`config.mk`:
```
export PLATFORM = sky130hd
export DESIGN_NAME = pim_matmul_engine
export DESIGN_NICKNAME = d
export VERILOG_FILES = /design/src/rtl/pim_matmul_engine_pkg.sv /design/src/rtl/pim_mac_unit.sv /design/src/rtl/pim_matmul_engine.sv
export SDC_FILE = /design/constraint.sdc
export NUM_CORES = 1
export LEC_CHECK = 0
export CORE_MARGIN = 2
export CORE_UTILIZATION = 50
export DETAILED_ROUTE_END_ITERATION = 7
export PLACE_DENSITY = 0.78
export REMOVE_ABC_BUFFERS = 1
export SLEW_MARGIN = 20
export SYNTH_ARGS = -nofsm -noshare
export SYNTH_HDL_FRONTEND = slang
export SYNTH_HIERARCHICAL = 1
export SYNTH_SLANG_ARGS = --single-unit
```
`constraint.sdc`:
```
create_clock -name clk -period 5.38 [get_ports clk]
set_input_delay 1.076 -clock clk [delete_from_list [all_inputs] [get_ports clk]]
set_output_delay 1.076 -clock clk [all_outputs]
set_load 0.05 [all_outputs]
```
`src/rtl/pim_matmul_engine_pkg.sv`:
```
// Shared types and default sizing for the PIM matrix-multiply engine.
package pim_matmul_engine_pkg;

    localparam int unsigned WIDTH       = 8;
    localparam int unsigned MATRIX_SIZE = 2;
    localparam int unsigned NUM_PIMS    = 1;

    typedef enum logic [1:0] {
        IDLE    = 2'd0,
        COMPUTE = 2'd1,
        DONE    = 2'd2
    } pim_state_t;

endpackage

```
`src/rtl/pim_mac_unit.sv`:
```
// One multiply-accumulate lane: WIDTH-bit accumulator, modulo 2^WIDTH.
module pim_mac_unit #(
    parameter int unsigned WIDTH = pim_matmul_engine_pkg::WIDTH
) (
    input  logic             clk,
    input  logic             rst,
    input  logic             clr,
    input  logic             en,
    input  logic [WIDTH-1:0] a,
    input  logic [WIDTH-1:0] b,
    output logic [WIDTH-1:0] acc_out
);

    logic [WIDTH-1:0] acc_q, acc_d;

    // Next accumulator value: clear wins over accumulate.
    always_comb begin
        acc_d = acc_q;
        if (clr) begin
            acc_d = '0;
        end else if (en) begin
            acc_d = acc_q + a * b;
        end
    end

    // Accumulator register with synchronous active-low reset.
    always_ff @(posedge clk) begin
        if (!rst) begin
            acc_q <= '0;
        end else begin
            acc_q <= acc_d;
        end
    end

    assign acc_out = acc_q;

endmodule

```
`src/rtl/pim_matmul_engine.sv`:
```
// Fixed-size C = A*B engine: latches operands on start, computes with
// NUM_PIMS MAC lanes in batches of N cycles, then pulses result_ready.
module pim_matmul_engine #(
    parameter int unsigned WIDTH       = pim_matmul_engine_pkg::WIDTH,
    parameter int unsigned MATRIX_SIZE = pim_matmul_engine_pkg::MATRIX_SIZE,
    parameter int unsigned NUM_PIMS    = pim_matmul_engine_pkg::NUM_PIMS
) (
    input  logic                                     clk,
    input  logic                                     rst,
    input  logic                                     start,
    input  logic [WIDTH*MATRIX_SIZE*MATRIX_SIZE-1:0] matrix_A,
    input  logic [WIDTH*MATRIX_SIZE*MATRIX_SIZE-1:0] matrix_B,
    output logic [WIDTH*MATRIX_SIZE*MATRIX_SIZE-1:0] result,
    output logic                                     result_ready,
    output logic                                     busy
);

    import pim_matmul_engine_pkg::*;

    localparam int unsigned N  = MATRIX_SIZE;
    localparam int unsigned NE = N * N;
    localparam int unsigned NB = (NE + NUM_PIMS - 1) / NUM_PIMS;
    localparam int unsigned KW = $clog2(N) + 1;
    localparam int unsigned BW = $clog2(NB) + 1;
    localparam int unsigned VW = WIDTH * NE;

    localparam logic [KW-1:0] K_LAST = KW'(N - 1);
    localparam logic [BW-1:0] B_LAST = BW'(NB - 1);

    pim_state_t state_q, state_d;

    logic [KW-1:0] k_q, k_d;
    logic [BW-1:0] bat_q, bat_d;
    logic [VW-1:0] opa_q, opa_d;
    logic [VW-1:0] opb_q, opb_d;
    logic [VW-1:0] res_q, res_d;

    logic batch_end;
    logic run_end;
    logic lane_clr;

    logic [31:0]      lane_e   [NUM_PIMS];
    logic             lane_act [NUM_PIMS];
    logic             lane_en  [NUM_PIMS];
    logic [WIDTH-1:0] lane_a   [NUM_PIMS];
    logic [WIDTH-1:0] lane_b   [NUM_PIMS];
    logic [WIDTH-1:0] lane_acc [NUM_PIMS];

    // Lane decode: element index, activity and operand selection for step k.
    always_comb begin
        batch_end = (state_q == COMPUTE) && (k_q == K_LAST);
        run_end   = batch_end && (bat_q == B_LAST);
        // Accumulators are held clear outside COMPUTE and wiped after each batch.
        lane_clr  = (state_q != COMPUTE) || (k_q == K_LAST);
        for (int unsigned l = 0; l < NUM_PIMS; l++) begin
            lane_e[l]   = 32'(bat_q) * NUM_PIMS + l;
            lane_act[l] = lane_e[l] < NE;
            lane_en[l]  = (state_q == COMPUTE) && lane_act[l];
            lane_a[l]   = '0;
            lane_b[l]   = '0;
            if (lane_act[l]) begin
                lane_a[l] = opa_q[((lane_e[l] / N) * N + 32'(k_q)) * WIDTH +: WIDTH];
                lane_b[l] = opb_q[(32'(k_q) * N + lane_e[l] % N) * WIDTH +: WIDTH];
            end
        end
    end

    // Lane instances, one accumulator per parallel MAC.
    for (genvar g = 0; g < NUM_PIMS; g++) begin : g_lane
        pim_mac_unit #(.WIDTH(WIDTH)) u_mac (
            .clk     (clk),
            .rst     (rst),
            .clr     (lane_clr),
            .en      (lane_en[g]),
            .a       (lane_a[g]),
            .b       (lane_b[g]),
            .acc_out (lane_acc[g])
        );
    end

    // Datapath next values: operand latch, k/batch counters, result writes.
    always_comb begin
        k_d   = k_q;
        bat_d = bat_q;
        opa_d = opa_q;
        opb_d = opb_q;
        res_d = res_q;
        if (state_q == IDLE) begin
            if (start) begin
                opa_d = matrix_A;
                opb_d = matrix_B;
                k_d   = '0;
                bat_d = '0;
            end
        end else if (state_q == COMPUTE) begin
            if (batch_end) begin
                k_d   = '0;
                bat_d = run_end ? '0 : bat_q + 1'b1;
                // The final product term is folded in here rather than waiting
                // a cycle for the accumulator register to absorb it.
                for (int unsigned l = 0; l < NUM_PIMS; l++) begin
                    if (lane_act[l]) begin
                        res_d[lane_e[l] * WIDTH +: WIDTH] = lane_acc[l] + lane_a[l] * lane_b[l];
                    end
                end
            end else begin
                k_d = k_q + 1'b1;
            end
        end
    end

    // Datapath registers.
    always_ff @(posedge clk) begin
        if (!rst) begin
            k_q   <= '0;
            bat_q <= '0;
            opa_q <= '0;
            opb_q <= '0;
            res_q <= '0;
        end else begin
            k_q   <= k_d;
            bat_q <= bat_d;
            opa_q <= opa_d;
            opb_q <= opb_d;
            res_q <= res_d;
        end
    end

    // FSM state register.
    always_ff @(posedge clk) begin
        if (!rst) begin
            state_q <= IDLE;
        end else begin
            state_q <= state_d;
        end
    end

    // FSM next-state logic; start is only honoured in IDLE.
    always_comb begin
        state_d = state_q;
        case (state_q)
            IDLE:    if (start) state_d = COMPUTE;
            COMPUTE: if (run_end) state_d = DONE;
            DONE:    state_d = IDLE;
            default: state_d = IDLE;
        endcase
    end

    // FSM outputs.
    always_comb begin
        busy         = (state_q != IDLE);
        result_ready = (state_q == DONE);
    end

    assign result = res_q;

endmodule

```
Yosys cells after proc, flatten, opt, wreduce, memory -nomap -nowiden --
Cells that the tools add are included.
Cells by class: equal/unequal tests 7, bitwise logic cells 2, shift-type cells 4, $lt $le $gt $ge 1, multiplexer cells 15, reductions and logical operators 14, $mul 1, add/subtract/negate cells 6
Operators with widths (count):
- variable part select 32 x 8 -> 8 bit | 2
- negation 6 -> 34 bit | 1
- variable shift 8 x 34 -> 32 bit (first input constant) | 1
- variable part select 8 x 34 -> 32 bit | 1
- bitwise mux 32 bit | 1
- two-way mux 8 bit | 2
- two-way mux 3 bit | 5
- two-way mux 2 bit | 6
- adder 8 bit | 1
- multiplier 8 x 8 -> 8 bit | 1
- AND reduction 2 bit | 3
- nonzero test 2 bit | 3
- adder 3 x 1 -> 4 bit | 1
- adder 3 x 2 -> 4 bit | 1
- equality test 2 x 1 -> 1 bit (second input constant) | 2
- != test 2 bit (second input constant) | 2
- one-hot mux 2 bit (2 select lines) | 1
- AND reduction 4 bit | 1
- adder 3 x 1 -> 3 bit (second input constant) | 1
- equality test 3 x 2 -> 1 bit (second input constant) | 1
- logical AND 1 bit | 3
- less-than comparator 3 bit (second input constant) | 1
- AND reduction 3 bit | 1
- adder 2 x 1 -> 2 bit (second input constant) | 1
- 6 further kinds | 7
Storage, ports and cells: register bits after elaboration 111, output and inout port bits 34, word-level logic and storage cells 57

Depth between registers and ports, before layout --
Gate-level depths: netlist (run 1).
depth in word-level cells 7, depth in mapped cells 23, gate-level depth less buffers 22

Modules after synthesis --
Netlist (run 1), hierarchy kept.
Modules (own cells, without submodules):
- pim_matmul_engine | area an instance 5754.3 µm², seq. area each 2062.0 µm², cells an instance 662, times used 1
- pim_mac_unit | area an instance 1341.3 µm², seq. area each 160.2 µm², cells an instance 153, times used 1

Least setup slack after synthesis (run 1) --
Ideal clock, no wire load.
path kind flip-flop to flip-flop, start reg bat_q[0], end reg res_q[7], in the netlist result[7], arrival 5005 ps, cell stages (with the launch flop) 20, path slack 312 ps, clock period less this slack 5068 ps, required time 5317 ps, cells stage by stage dfxtp_1 > mux4_1 > nand2_1 > inv_1 > and2_1 > fa_1 > inv_1 > fa_1 > inv_1 > ha_1 > inv_1 > fa_1 > inv_1 > ha_1 > a21o_1 > a21oi_1 > xnor2_2 > dlygate4sd1_1 > or4_1 > nand3_1
RTL lines:
- start, declared | RTL line pim_matmul_engine.sv:33 | logic [BW-1:0] bat_q, bat_d;
- start signal, assigned | RTL line pim_matmul_engine.sv:122 | bat_q <= bat_d;
- end signal, assigned | RTL line pim_matmul_engine.sv:125 | res_q <= res_d;
- end, declared | RTL line pim_matmul_engine.sv:36 | logic [VW-1:0] res_q, res_d;

Worst setup path after layout (run 1) --
start reg k_q[1], end reg res_q[31], in the netlist result[31]
Between the ends: cells in the longest elaborated chain, start to end 7
RTL lines:
- start, declared | RTL line pim_matmul_engine.sv:32 | logic [KW-1:0] k_q, k_d;
- start signal, assigned | RTL line pim_matmul_engine.sv:121 | k_q <= k_d;
- adder 3 x 2 -> 4 bit / adder 3 x 1 -> 4 bit (equally long branches) | RTL line pim_matmul_engine.sv:62, pim_matmul_engine.sv:63
- variable part select 32 x 8 -> 8 bit, on equally long branches | RTL line pim_matmul_engine.sv:62, pim_matmul_engine.sv:63
- two-way mux 8 bit | RTL line pim_matmul_engine.sv:61 | if (lane_act[l]) begin
- multiplier 8 x 8 -> 8 bit | RTL line pim_matmul_engine.sv:103 | res_d[lane_e[l] * WIDTH +: WIDTH] = lane_acc[l] + lane_a[l] * lane_b[l];
- adder 8 bit | RTL line pim_matmul_engine.sv:103
- variable part select 8 x 34 -> 32 bit | RTL line pim_matmul_engine.sv:103
- bitwise mux 32 bit | RTL line pim_matmul_engine.sv:103
Several ways; a longest one is shown, not always the timed one. A chain may end at the register's enable or synchronous reset.

==> results of run 1 <==
[cells in the mapped netlist, types with 2 or more instances]
master / count
ha_1: 39
clkbuf_1: 24
a21o_1: 4
o21ai_0: 5
or4_1: 3
buf_6: 4
dfxtp_1: 111
nand4_1: 4
xor2_2: 2
xnor2_1: 25
and2_1: 25
a21boi_0: 38
xnor2_2: 5
buf_1: 2
nand3b_1: 3
mux4_1: 4
nand2_1: 211
nor4_1: 2
a32oi_1: 3
a21boi_1: 49
a21oi_1: 7
clkbuf_8: 3
nor3_1: 2
mux2i_1: 9
nor2_1: 36
mux4_2: 12
inv_1: 84
nand3_1: 22
nand2b_1: 4
and3_1: 5
nand2_2: 3
nor2b_1: 8
buf_2: 3
xor2_1: 3
fa_1: 36
[layout make-up]
cell class | count | area (um^2) | share of cell area
Inverter | 85 | 319 | 0.0375
Timing Repair Buffer | 113 | 1110 | 0.130
Tap cell | 180 | 225 | 0.0265
Multi-Input combinational cell | 581 | 4340 | 0.510
Clock inverter | 4 | 56.3 | 0.00661
Sequential cell | 111 | 2220 | 0.261
Clock buffer | 10 | 239 | 0.0281
[per-stage QoR]
| stage | util | hold slack (ns) |
|---|---|---|
| 2_1_floorplan | - | 0.430 |
| 3_3_place_gp | 0.589 | 0.438 |
| 3_5_place_dp | 0.589 | 0.442 |
| 4_1_cts | 0.610 | 0.453 |
| 5_1_grt | 0.613 | 0.471 |
| 6_report | 0.613 | 0.449 |
[timing repair]
| action | in CTS | in global routing |
|---|---|---|
| buffers inserted | 0 | 4 |
| gates resized for setup | 0 | 5 |
| setup endpoints to repair | 0 | 4 |
[cell usage in the layout, fill, tap and decap left out, types with 3 or more instances in the layout]
cell / instances
a21boi_0: 38
a21boi_1: 49
a21o_1: 4
a21oi_1: 7
a32oi_1: 3
and2_1: 24
and3_1: 5
buf_4: 12
clkbuf_16: 9
clkdlybuf4s50_1: 99
dfxtp_1: 110
fa_1: 36
ha_1: 38
inv_1: 82
inv_2: 3
mux2i_1: 9
mux4_1: 3
mux4_2: 13
nand2_1: 210
nand2_2: 3
nand2b_1: 4
nand3_1: 22
nand3b_1: 3
nand4_1: 4
nor2_1: 35
nor2b_1: 8
o21ai_0: 5
or4_1: 3
xnor2_1: 25
xnor2_2: 5
xor2_1: 3
[layer usage]
layer | wire [um] | global-route usage
met5 | 0 | 0
met2 | 7190 | 0.343
met1 | 7010 | 0.285
met4 | 166 | 0.0575
met3 | 797 | 0.0434
[kinds of logic (layout without fill, tap and decap cells)]
logic type | Yosys count | in the layout | synth area share
mux | 25 | 25 | 0.0656
fa+ha+maj | 75 | 75 | 0.170
buf+inv | 124 | 212 | 0.0774
xor+xnor | 35 | 35 | 0.0506
flops | 111 | 111 | 0.313
simple gates | 333 | 334 | 0.206
compound gates | 112 | 112 | 0.117
[worst reg2reg max path: stages (launching register included)]
cell and delay (ns):
dfxtp_1 0.35, ha_2 0.41, buf_4 0.16, mux4_2 0.34
nand2_1 0.19, nor2_1 0.08, fa_1 0.50, inv_1 0.05
fa_1 0.50, inv_1 0.04, ha_1 0.26, inv_1 0.05
fa_1 0.52, fa_1 0.47, inv_1 0.07, a21o_1 0.10
a21oi_1 0.09, xnor2_2 0.23, buf_4 0.19, a32o_1 0.19
a311o_1 0.26
[power breakdown]
part           leakage, uW  internal (uW)  switching (uW)
sequential        0.000905            851            16.5
combinational      0.00253            132             154
clock             0.000139            372             308
total              0.00357           1360             479
[sequential cells by signal, indices dropped and copies added (netlist names)]
signal,cells
state_q,2
bat_q,3
opb_q,32
k_q,2
opa_q,32
result,32
g_lane.u_mac/acc_out,8
[path summary, 6_finish.rpt]
check	to	slack (ns)	from	cells past startpoint
worst min-delay path	result[9]$_SDFFE_PN0P_	0.45	result[9]$_SDFFE_PN0P_	2
worst max register to register	result[31]$_SDFFE_PN0P_	0.21	k_q[1]$_SDFFE_PN0P_	20
worst min register to register	result[9]$_SDFFE_PN0P_	0.45	result[9]$_SDFFE_PN0P_	2
worst max-delay path	result[31]$_SDFFE_PN0P_	0.21	k_q[1]$_SDFFE_PN0P_	20
==> flow_summary.yaml, run 1 <==
drt:
  first_iter_violations: 328
  dr_total_vias: 5601
  ant_nets: 0
  wl_per_cell_um: 14.0
  drt_pre_antenna_iters: 5
  drt_wl_total_mm: 15.2
  route.detailed.drc: 0
  viasPerCell: 5.17
global_route:
  grt_pass1_wl_mm: 25.5
  first_global_vias: 5469
  antenna_found_initial: 0
  grt_overflow_total: 0
  grt_max_degree: 85
  grt_usage: 0.211
die:
  start_util: 0.511
  fp.coreArea_um2: 13900
  ios: 101
  dieArea_um2: 15200
  num_rows: 43
  dieWidth_um: 123
  die_h_um: 123
place:
  hpwl_mm: 11.3
  placed_cells: 1065
  placed_area_um2: 8170
  place_congestion: 0.880
  portBuffers: 100
  dp_slack_ns: 0.117
timing:
  setup_viol: 0
  rsz0062_at_grt: "false"
  period_needed_ns: 5.17
  slew_headroom: 0.520
  worstMarginPinSlew_ns: 0.720
  finalClockSkew_ns: 0.00675
  tns_ns: 0
  hold_viol_final: 0
  maxSlewViolCount: 0
  finalCritPeriodShare: 0.961
  setup_slack_ns: 0.209
  max_freq_ghz: 0.193
synthesis:
  netlist_top_cells_area: "dfxtp_1, nand2_1, fa_1"
  seq_area_frac_synth: 0.313
  mappedNetlistArea_um2: 7100
  synth-edff-count: 0
  async_flop_share: 0
  yosys.area.top_type: "dfxtp_1"
  synth_top_area_frac: 0.313
  synth-seq-cells: 111
  syn_avg_cell_area_um2: 8.71
  synthFlopType: "dfxtp_1"
  syn_inst: 815
  yosysWarnings: 6
  ys_types: 50
power:
  ir_drop_uv: 162
  power_density_nw_per_um2: 215
  power_uw: 1830
  p_leak_uw: 0.00357
finish:
  fin_cells: 1084
  drive_gt1_frac: 0.0708
  post-route-cell-area_um2: 8510
  fill_cells: 1203
  areaGrowthSynthToFinish_pct: 20.0
  num_antenna_cells: 0
  fin_nets: 1043
setup_path:
  endpoint_kind: "flop"
  start_kind: "flop"
  path_buf_inv: 6
  crit_slowest_cell: "fa_1"
  arrival_ns: 5.42
  cp_slowest_stage_delay_ns: 0.52
  required_ns: 5.63
  crit_path_max_fanout: 10
  crit_chain: "ha_2 > buf_4 > mux4_2 > nand2_1 > nor2_1 > fa_1 > inv_1 > fa_1 > inv_1 > ha_1 > inv_1 > fa_1 > fa_1 > inv_1 > a21o_1 > a21oi_1 > xnor2_2 > buf_4 > a32o_1 > a311o_1"
  worst-setup-path-type: "reg -> reg"
  critPathTopFamily: "adder cells"
clock_tree:
  root_buffer: "clkbuf_16"
  cts_sinks: 111
  cts_made_buffers: 9
  cts_max_level: 3
  worstSkewPairLatency_ns: 0.35
  path_clk_slew_ns: 0.07
  cts_tree: "yes"
  clockBufferDepth: 2
  cts.hold.buffers_added: 0
hold_path:
  hold_path_class: "reg -> reg"
job:
  drv_cap: 0
status:
  outcome: "finished, final reports clean"
Note: power is estimated with default switching activity, not from simulation.
==> run 2, diff against run 1 <==
--- a/config.mk
+++ b/config.mk
@@ -8,6 +8,7 @@
 export CORE_MARGIN = 2
 export CORE_UTILIZATION = 50
 export DETAILED_ROUTE_END_ITERATION = 7
+export MAX_ROUTING_LAYER = met4
 export PLACE_DENSITY = 0.78
 export REMOVE_ABC_BUFFERS = 1
 export SLEW_MARGIN = 20
==> run 2 against run 1 <==
Worst setup slack improved by 0.061 ns. Global-route usage increased by 1.1 points. Clock power decreased by 5.7%. Via count decreased by 1.5%. Critical path type unchanged. Largest power group unchanged. Highest routed layer unchanged.
==> flow_summary.yaml, run 2 (synthesized netlist as in run 1, its figures left out) <==
status:
  outcome: "finished, final reports clean"
drt:
  ant_nets: 0
  drt_wl_total_mm: 15.0
  wl_per_cell_um: 13.9
  drt_pre_antenna_iters: 5
  first_iter_violations: 278
  viasPerCell: 5.10
  route.detailed.drc: 0
  dr_total_vias: 5518
clock_tree:
  cts_made_buffers: 9
  cts_tree: "yes"
  cts.hold.buffers_added: 0
  root_buffer: "clkbuf_16"
  cts_max_level: 3
  clockBufferDepth: 2
  path_clk_slew_ns: 0.07
  cts_sinks: 111
  worstSkewPairLatency_ns: 0.36
global_route:
  grt_overflow_total: 0
  antenna_found_initial: 0
  grt_pass1_wl_mm: 25.9
  grt_usage: 0.222
  first_global_vias: 5525
  grt_max_degree: 84
timing:
  setup_viol: 0
  period_needed_ns: 5.11
  hold_viol_final: 0
  setup_slack_ns: 0.270
  rsz0062_at_grt: "false"
  finalCritPeriodShare: 0.950
  fin_hold_ws_ns: 0.448
  max_freq_ghz: 0.196
  finalClockSkew_ns: 0.0114
  tns_ns: 0
  slew_headroom: 0.245
  maxSlewViolCount: 0
  worstMarginPinSlew_ns: 1.13
setup_path:
  worst-setup-path-type: "reg -> reg"
  arrival_ns: 5.41
  crit_path_max_fanout: 9
  endpoint_kind: "flop"
  start_kind: "flop"
  required_ns: 5.68
finish:
  fin_nets: 1041
  layout_common_cells: "nand2_1, dfxtp_1, clkdlybuf4s50_1"
  drive_gt1_frac: 0.0676
  fill_cells: 1235
  final_common_cell: "nand2_1"
  num_antenna_cells: 0
  final_util: 0.611
  areaGrowthSynthToFinish_pct: 19.6
die:
  die_h_um: 123
  dieArea_um2: 15200
  fp.coreArea_um2: 13900
  dieWidth_um: 123
  num_rows: 43
  ios: 101
  start_util: 0.511
job:
  drv_cap: 0
hold_path:
  hold_path_class: "reg -> reg"
place:
  place_congestion: 0.898
  portBuffers: 100
  hpwl_mm: 11.3
  dp_slack_ns: 0.117
power:
  p_leak_uw: 0.00356
  power_uw: 1800
  power_density_nw_per_um2: 212
  ir_drop_uv: 170
run 2: cell count changes in the layout (fill, tap and decap cells not counted), sizes merged:
cell and delta:
inv +1, bufinv -1, buf -2, clkinv +1
run 2: final cells by class:
| type | count | area [um^2] | share of cell area |
|---|---|---|---|
| multi-input combinational | 581 | 4350 | 0.512 |
| timing repair buffer | 111 | 1090 | 0.129 |
| inverter | 85 | 319 | 0.0376 |
| clock buffer | 10 | 239 | 0.0282 |
| clock inverter | 5 | 40.0 | 0.00472 |
| tap | 180 | 225 | 0.0265 |
| sequential | 111 | 2220 | 0.262 |
run 2: worst paths after layout:
path,from,to,slack (ns),cells past startpoint
setup / recovery,bat_q[1]$_SDFFE_PN0P_,result[23]$_SDFFE_PN0P_,0.27,18
hold reg to reg,result[9]$_SDFFE_PN0P_,result[9]$_SDFFE_PN0P_,0.45,2
setup reg to reg,bat_q[1]$_SDFFE_PN0P_,result[23]$_SDFFE_PN0P_,0.27,18
hold / removal,result[9]$_SDFFE_PN0P_,result[9]$_SDFFE_PN0P_,0.45,2
run 2: timing repair:
| action | 4_1_cts | 5_1_grt |
|---|---|---|
| resized for setup | 0 | 4 |
| setup buffers | 0 | 3 |
| endpoints found under the setup margin | 0 | 4 |
run 2: worst max-delay path, stage by stage, from the launching register on:
cell,delay [ns]
dfxtp_1,0.36
ha_2,0.41
mux4_2,0.34
and2_1,0.23
and2_1,0.19
fa_1,0.49
inv_1,0.06
fa_1,0.49
inv_1,0.04
ha_1,0.26
inv_1,0.05
fa_1,0.52
inv_1,0.05
ha_1,0.32
a21o_1,0.17
a21oi_1,0.23
xnor2_2,0.19
or4_1,0.56
nand3_1,0.09
run 2: through the flow:
step | area, um^2 | instances
final | 8480 | 1083
after global routing | 8480 | 1083
after CTS | 8440 | 1079
after detailed placement | 8160 | 1064
after global placement | 8160 | 1064
after floorplan | 6870 | 776
run 2: power breakdown:
part,leakage [uW],switching [uW],internal [uW]
clock network,0.000133,313,329
logic,0.00252,154,133
registers,0.000904,16.3,851
total,0.00356,483,1310
run 2: per-layer routing:
| metal | up-vias | part of all wire | wire (um) | track usage |
|---|---|---|---|---|
| li1 | 2788 | - | - | - |
| met1 | 2567 | 0.47 | 7080 | 0.294 |
| met2 | 144 | 0.47 | 7060 | 0.351 |
| met3 | 19 | 0.044 | 663 | 0.0383 |
| met4 | 0 | 0.016 | 247 | 0.0625 |
| met5 | - | 0 | 0 | - |
